## src/rtl/serial_adder.sv

```systemverilog
// -----------------------------------------------------------------------------
// serial_adder
//
// Bit-serial ripple adder with a valid/ready handshake on both sides.
// One operand pair is accepted in IDLE. The block then spends WIDTH cycles in
// RUN, adding one bit pair per cycle LSB-first with a single full adder. It
// then presents sum/cout in DONE until the consumer takes the result.
//
// Optional feature (compile-time macro):
//   SERIAL_ADDER_OVERFLOW_EN : adds the 'overflow' output, which is the
//                              two's-complement overflow flag of the result.
//
// Parameters:
//   WIDTH      operand/result width in bits (2..32)
//
// Ports:
//   clk        clock, all state changes on the rising edge
//   rstn       asynchronous active-low reset
//   in_valid   operand pair (a, b, cin) is presented
//   in_ready   block can accept operands (high only in IDLE, registered)
//   a, b       addends
//   cin        carry-in
//   out_valid  result is valid (high only in DONE, registered)
//   out_ready  consumer accepts the result
//   sum        a + b + cin mod 2^WIDTH
//   cout       carry out of the MSB
//   overflow   two's-complement overflow (only with SERIAL_ADDER_OVERFLOW_EN)
// -----------------------------------------------------------------------------
module serial_adder #(
  parameter int WIDTH = 8
) (
  input  logic             clk,
  input  logic             rstn,
  input  logic             in_valid,
  output logic             in_ready,
  input  logic [WIDTH-1:0] a,
  input  logic [WIDTH-1:0] b,
  input  logic             cin,
  output logic             out_valid,
  input  logic             out_ready,
  output logic [WIDTH-1:0] sum,
  output logic             cout
`ifdef SERIAL_ADDER_OVERFLOW_EN
  ,
  output logic             overflow
`endif
);

  localparam int CNT_W = $clog2(WIDTH);
  localparam logic [CNT_W-1:0] LAST_BIT = CNT_W'(WIDTH - 1);

  typedef enum logic [1:0] {
    IDLE = 2'd0,
    RUN  = 2'd1,
    DONE = 2'd2
  } state_t;

  state_t           state;
  logic [WIDTH-1:0] a_sr;
  logic [WIDTH-1:0] b_sr;
  logic             carry;
  logic [CNT_W-1:0] cnt;

  // Full adder built from two half-adder stages plus an OR.
  logic ha1_s, ha1_c, fa_s, ha2_c, fa_c;

  assign ha1_s = a_sr[0] ^ b_sr[0];
  assign ha1_c = a_sr[0] & b_sr[0];
  assign fa_s  = ha1_s ^ carry;
  assign ha2_c = ha1_s & carry;
  assign fa_c  = ha1_c | ha2_c;

  // NOTE: sequential state uses non-blocking assignments only, so every
  // register samples the pre-edge values of the others (e.g. 'carry' below is
  // the carry into the MSB when the overflow flag is formed).
  always_ff @(posedge clk or negedge rstn) begin
    if (!rstn) begin
      // NOTE: every datapath register is reset here as well, because the
      // result must read as zero after reset and a partial result must not
      // survive an aborted transaction.
      state     <= IDLE;
      in_ready  <= 1'b1;
      out_valid <= 1'b0;
      a_sr      <= '0;
      b_sr      <= '0;
      carry     <= 1'b0;
      cnt       <= '0;
      sum       <= '0;
      cout      <= 1'b0;
`ifdef SERIAL_ADDER_OVERFLOW_EN
      overflow  <= 1'b0;
`endif
    end else begin
      case (state)
        IDLE: begin
          // in_ready is high throughout IDLE, so in_valid alone is the accept.
          if (in_valid) begin
            a_sr     <= a;
            b_sr     <= b;
            carry    <= cin;
            cnt      <= '0;
            state    <= RUN;
            in_ready <= 1'b0;
          end
        end

        RUN: begin
          // The result fills from the MSB side. After WIDTH shifts, the first
          // sum bit has reached bit 0.
          sum   <= {fa_s, sum[WIDTH-1:1]};
          a_sr  <= a_sr >> 1;
          b_sr  <= b_sr >> 1;
          carry <= fa_c;
          cnt   <= cnt + CNT_W'(1);
          if (cnt == LAST_BIT) begin
            state     <= DONE;
            out_valid <= 1'b1;
            cout      <= fa_c;
`ifdef SERIAL_ADDER_OVERFLOW_EN
            overflow  <= carry ^ fa_c;
`endif
          end
        end

        DONE: begin
          if (out_ready) begin
            state     <= IDLE;
            out_valid <= 1'b0;
            in_ready  <= 1'b1;
          end
        end

        default: begin
          state     <= IDLE;
          out_valid <= 1'b0;
          in_ready  <= 1'b1;
        end
      endcase
    end
  end

endmodule

```

## config.mk

```make
export PLATFORM = sky130hd
export DESIGN_NAME = serial_adder
export DESIGN_NICKNAME = d
export VERILOG_FILES = /design/src/rtl/serial_adder.sv
export SDC_FILE = /design/constraint.sdc
export NUM_CORES = 1
export LEC_CHECK = 0
export BUFFER_PORTS_ARGS = -buffer_cell sky130_fd_sc_hd__buf_4
export CAP_MARGIN = 20
export CELL_PAD_IN_SITES_DETAIL_PLACEMENT = 2
export CELL_PAD_IN_SITES_GLOBAL_PLACEMENT = 2
export CORE_AREA = 10 10 93 95
export DETAILED_ROUTE_END_ITERATION = 10
export DIE_AREA = 0 0 103 105
export PLACE_DENSITY = 0.68
export SLEW_MARGIN = 20
export SYNTH_ARGS = -nofsm -noshare
export SYNTH_HDL_FRONTEND = slang
export SYNTH_SLANG_ARGS = --single-unit
```

## constraint.sdc

```tcl
create_clock -name clk -period 1.54 [get_ports clk]
set_input_delay 0.308 -clock clk [delete_from_list [all_inputs] [get_ports clk]]
set_output_delay 0.308 -clock clk [all_outputs]
set_load 0.01 [all_outputs]
```

# Yosys cells after proc, flatten, opt, wreduce, memory -nomap -nowiden
# Index checks and enable logic that the tools add are counted.
# W data, S select, Z words.
# totals
out_inout_bits,11
input_bits,21
regBits,33
# classes
reduce_logical,7
add_sub_neg,1
n_eq_ne,6
bitwise_logic,7
muxes,18
# ops
cell,count
$pmux W8 S2,2
$mux W8,2
$reduce_and A3 Y1,3
$mux W2,3
$ne A2 B2 Y1 const B,3
$pmux W1 S3,2
$pmux W2 S3,1
$pmux W3 S2,1
$mux W1,5
$reduce_and A2 Y1,2
$add A3 B1 Y3 const B,1
$eq A3 B3 Y1 const B,1
$mux W3,1
$and A1 B1 Y1,2
$eq A2 B1 Y1 const B,1
$eq A2 B2 Y1 const B,1
$logic_not A2 Y1,1
$not A1 Y1,2
$pmux W1 S2,1
$reduce_bool A2 Y1,1
$xor A1 B1 Y1,2
$or A1 B1 Y1,1

# Depth between registers and ports, before layout
# depth
word_depth,4
depth_mapped,6
ltp_nobuf,4

# Worst setup path before layout
# No wires, ideal clock.
# synth_timing
path_type,register to register
start,register cnt[0]
end,register cout
setup_ns,0.125
synth_period_minus_slack_ns,1.272
required_ns,1.415
arrival_ns,1.147
path_stages_with_launch,5
path_buffers,0
slack_ns,0.268
cell_sequence,dfrtp_1 ha_1 ha_1 nand2_1 mux2_2
# synth_between
elab_chain_len,2
# synth_rtl
item,line,source
start: declaration,62,logic [CNT_W-1:0] cnt;
start signal: assignment,114,cnt <= cnt + CNT_W'(1);
$eq A3 B3 Y1,115,if (cnt == LAST_BIT) begin
$reduce_and A2 Y1 (no source line),n/a,
end signal: assignment,89,cout <= 1'b0;
end signal: assignment,118,cout <= fa_c;
end: declaration,42,output logic cout
# No other way between the ends.
# A chain may end at the register's enable or synchronous reset.

# Worst setup path after layout
# layout_timing
start,register state[0]
end,register a_sr[3]
# layout_between
elab_chain_len,3
elab_cells_between_ends,6
classes_between,eq/ne: 2; mux: 1; reduce/logical: 3
# layout_rtl
item,line,source
start: declaration,58,state_t state;
start signal: assignment,81,state <= IDLE;
start signal: assignment,102,state <= RUN;
start signal: assignment,116,state <= DONE;
$eq A2 B1 Y1 / $logic_not A2 Y1 (equally long branches),94,case (state)
$reduce_bool A2 Y1 (no source line) / $ne A2 B2 Y1 (equally long branches),n/a,
$reduce_and A2 Y1 (no source line),n/a,
end signal: assignment,111,a_sr <= a_sr >> 1;
end: declaration,59,logic [WIDTH-1:0] a_sr;
# Several ways; a longest one is shown, not always the timed one.

==> metrics <==
status finished, final reports clean; Hold WC Path Type primary input to register; CTS root buffer clkbuf_8; final hold vios 0; All-Layer GR Usage under 10%; period utilization between 90 and 100%; mapped cell area roughly 0.0016 sq mm; cell area after layout around 0.002 sq mm; Routed WL between 4 and 5 mm; crit start category register; DR pass1 iterations 4; Layout Nets roughly 210; WS Path Type register to register; Non-Filler Instances between 200 and 300; total core area roughly 0.0068 sq mm; Final Max Slew Viols 0; worst-margin pin slew between 0.4 and 0.5 ns; CTS Buffer Depth 2; Setup Skew ~0.0063 ns; total CTS buffers 5; syn nets roughly 180; cell count after synthesis 155; Clock Latency Late Sink approximately 0.29 ns; sequential area share after synthesis 50.2%; post-synthesis mux area share less than 1%; DP Area 0.00186 sq mm; post-synthesis xor/xnor area fraction 0%; H-tree depth 2; synth unique cells 30; flops & latches, synth 33; internal power around 2.5 mW; combinational share of power about 39%; Max-cap violations 0; Sw Pwr 1.53 mW; minimum clock period after layout between 1 and 1.5 ns; TritonCTS clock tree yes; Remaining DRCs 0; Synth top area share between 40% and 50%; Clk network pwr share between 20% and 30%; detailed-placement wirelength estimate 3.20 mm; sw frac 37.7%; CTS sink count 33; drt via density approximately 5; GRT overflow 0; syn avg cell area ~11 sq um; Post-synth top cells 32 x dfrtp_1, 28 x nand2_1, 20 x nor3_1; first-pass GRT wire length around 7.7 mm; Die ar. 0.0108 sq mm; layout cell share with drive strength beyond 1 a little under a third; worst path required time between 1.5 and 2 ns; DR WL/cell 17.0 um; RePlAce Congestion 0.685; Flop pwr share 40.5%; Reg clk slew, reported paths roughly 0.070 ns; pwr dens ~2000 mW/mm^2; Max IR drop VDD 0.000350 V; setup TNS 0 ns; Via Count around 1300; Place WS between 0.1 and 0.15 ns; RSZ-0062 raised after global routing false; area grow syn2layout 20.8%; crit-path max FO 24; vias in the first global route 1500; cell count after placement ~260; max_slew headroom between 70% and 80%; most frequent cell after synthesis dfrtp_1; Initial Util 24.4%; main combinational cell family by area after synthesis simple AND/OR/NAND/NOR gates; Synth Area in Simple Gates 21.4%; cell taking the most area after synthesis dfrtp_1; post-CTS setup buffer count 0; number of DRC markers in iteration 0 between 40 and 50; PortBufs 31; CP endpoint kind register; Post-Synth Adder-Cell Area 2.74%; die height about 110 um; final setup margin between 0.1 and 0.15 ns; I/O Pins 32; Die X between 100 and 150 um; critical path arrival between 1.5 and 2 ns; initial antenna violation count 0; Rows 30; asr flop ratio synth 100%; P_leak 0.876 nW; Setup Viol. Count Final 0; Synth Area in Compound Gates between 10% and 20%; largest net degree at the start of global routing 34; hold slack 0.240 ns; Antenna Cells 0; predominant post-synthesis flop cell dfrtp_1; Synth Warn # 0; antenna-violating nets left 0; Post-synth EDFFs 0; Synth area leaders dfrtp_1 49%, nand2_1 6.4%, nor3_1 6.1%; max frequency between 700 and 800 MHz
layout make-up:
type / instances / area [sq um]
well taps: 80 / 100
repair buffers: 35 / 265
multi-input cells: 108 / 677
fillers: 767 / 4770
clock inverters: 1 / 30.0
clock buffers: 7 / 86.3
inverters: 1 / 3.75
flip-flops and latches: 33 / 827
critical path, stage by stage (launching register included):
cell and delay [ns]:
dfrtp_1 0.49, buf_4 0.28, nand2b_4 0.22, o22ai_1 0.23, nor3_2 0.06
path summary, 6_finish.rpt:
path	to	cells past startpoint	slack (ns)	start
worst max register to register	a_sr[3]	4	0.13	state[0]
min in group asynchronous	sum[0]	2	0.50	rstn
worst max-delay path	a_sr[3]	4	0.13	state[0]
worst min register to register	sum[0]	2	0.48	sum[0]
max in group asynchronous	in_ready	2	0.69	rstn
worst min-delay path	state[1]	2	0.24	out_ready
metrics by stage:
stage                     util (%)  power [mW]
final                         29.4        4.07
after global routing          29.4        4.46
after CTS                     29.4        4.16
after detailed placement      27.6        3.28
after global placement        27.6        3.19
after floorplan                  -        2.82
sequential cells by signal, summed over array words and instances, names as in the netlist:
register and count:
a_sr 8, b_sr 8, carry 1, cnt 3, cout 1, in_ready 1
out_valid 1, state 2, sum 8
routing by layer:
metal | vias up | GRT usage (%) | routed length, um
li1 | 605 | - | -
met1 | 655 | 10.9 | 1960
met2 | 30 | 13.8 | 2220
met3 | 5 | 3.03 | 257
met4 | 0 | 3.28 | 53
met5 | - | 0 | 0
kinds of logic (layout without fill, tap and decap cells):
| logic type | Yosys count | after routing |
|---|---|---|
| AND/OR/NAND/NOR | 69 | 69 |
| AO/OA/AOI/OAI | 35 | 35 |
| flip-flops | 33 | 33 |
| buffers and inverters | 14 | 44 |
| adder cells (fa/ha/maj) | 3 | 3 |
| multiplexers | 1 | 1 |
cells in the final DEF, fill, tap and decap left out, drive strengths merged:
master       instances
nand2b               2
o31ai                1
o22ai               15
ha                   2
clkbuf               7
a22o                 2
inv                  1
mux2                 1
nor3                24
fa                   1
dlygate4sd3          1
dfrtp               32
nor2                11
bufinv               1
nor2b                1
dfstp                1
buf                 34
nand2               29
o21ai                7
o32ai                7
o22a                 1
or2                  1
a21oi                2
and2b                1
power by group through the flow:
| stage | registers (mW) | logic, mW | clock network, mW |
|---|---|---|---|
| floorplan | 1.61 | 1.21 | 0 |
| global placement | 1.65 | 1.55 | 0 |
| detailed placement | 1.67 | 1.61 | 0 |
| CTS | 1.65 | 1.63 | 0.878 |
| global route | 1.72 | 1.81 | 0.925 |
| finish | 1.65 | 1.57 | 0.851 |
timing repair:
action	in CTS	in global routing
hold buffers	1	0
gates resized for setup	0	0
hold endpoints to repair	32	0
Power figures use the tool's default switching activity.
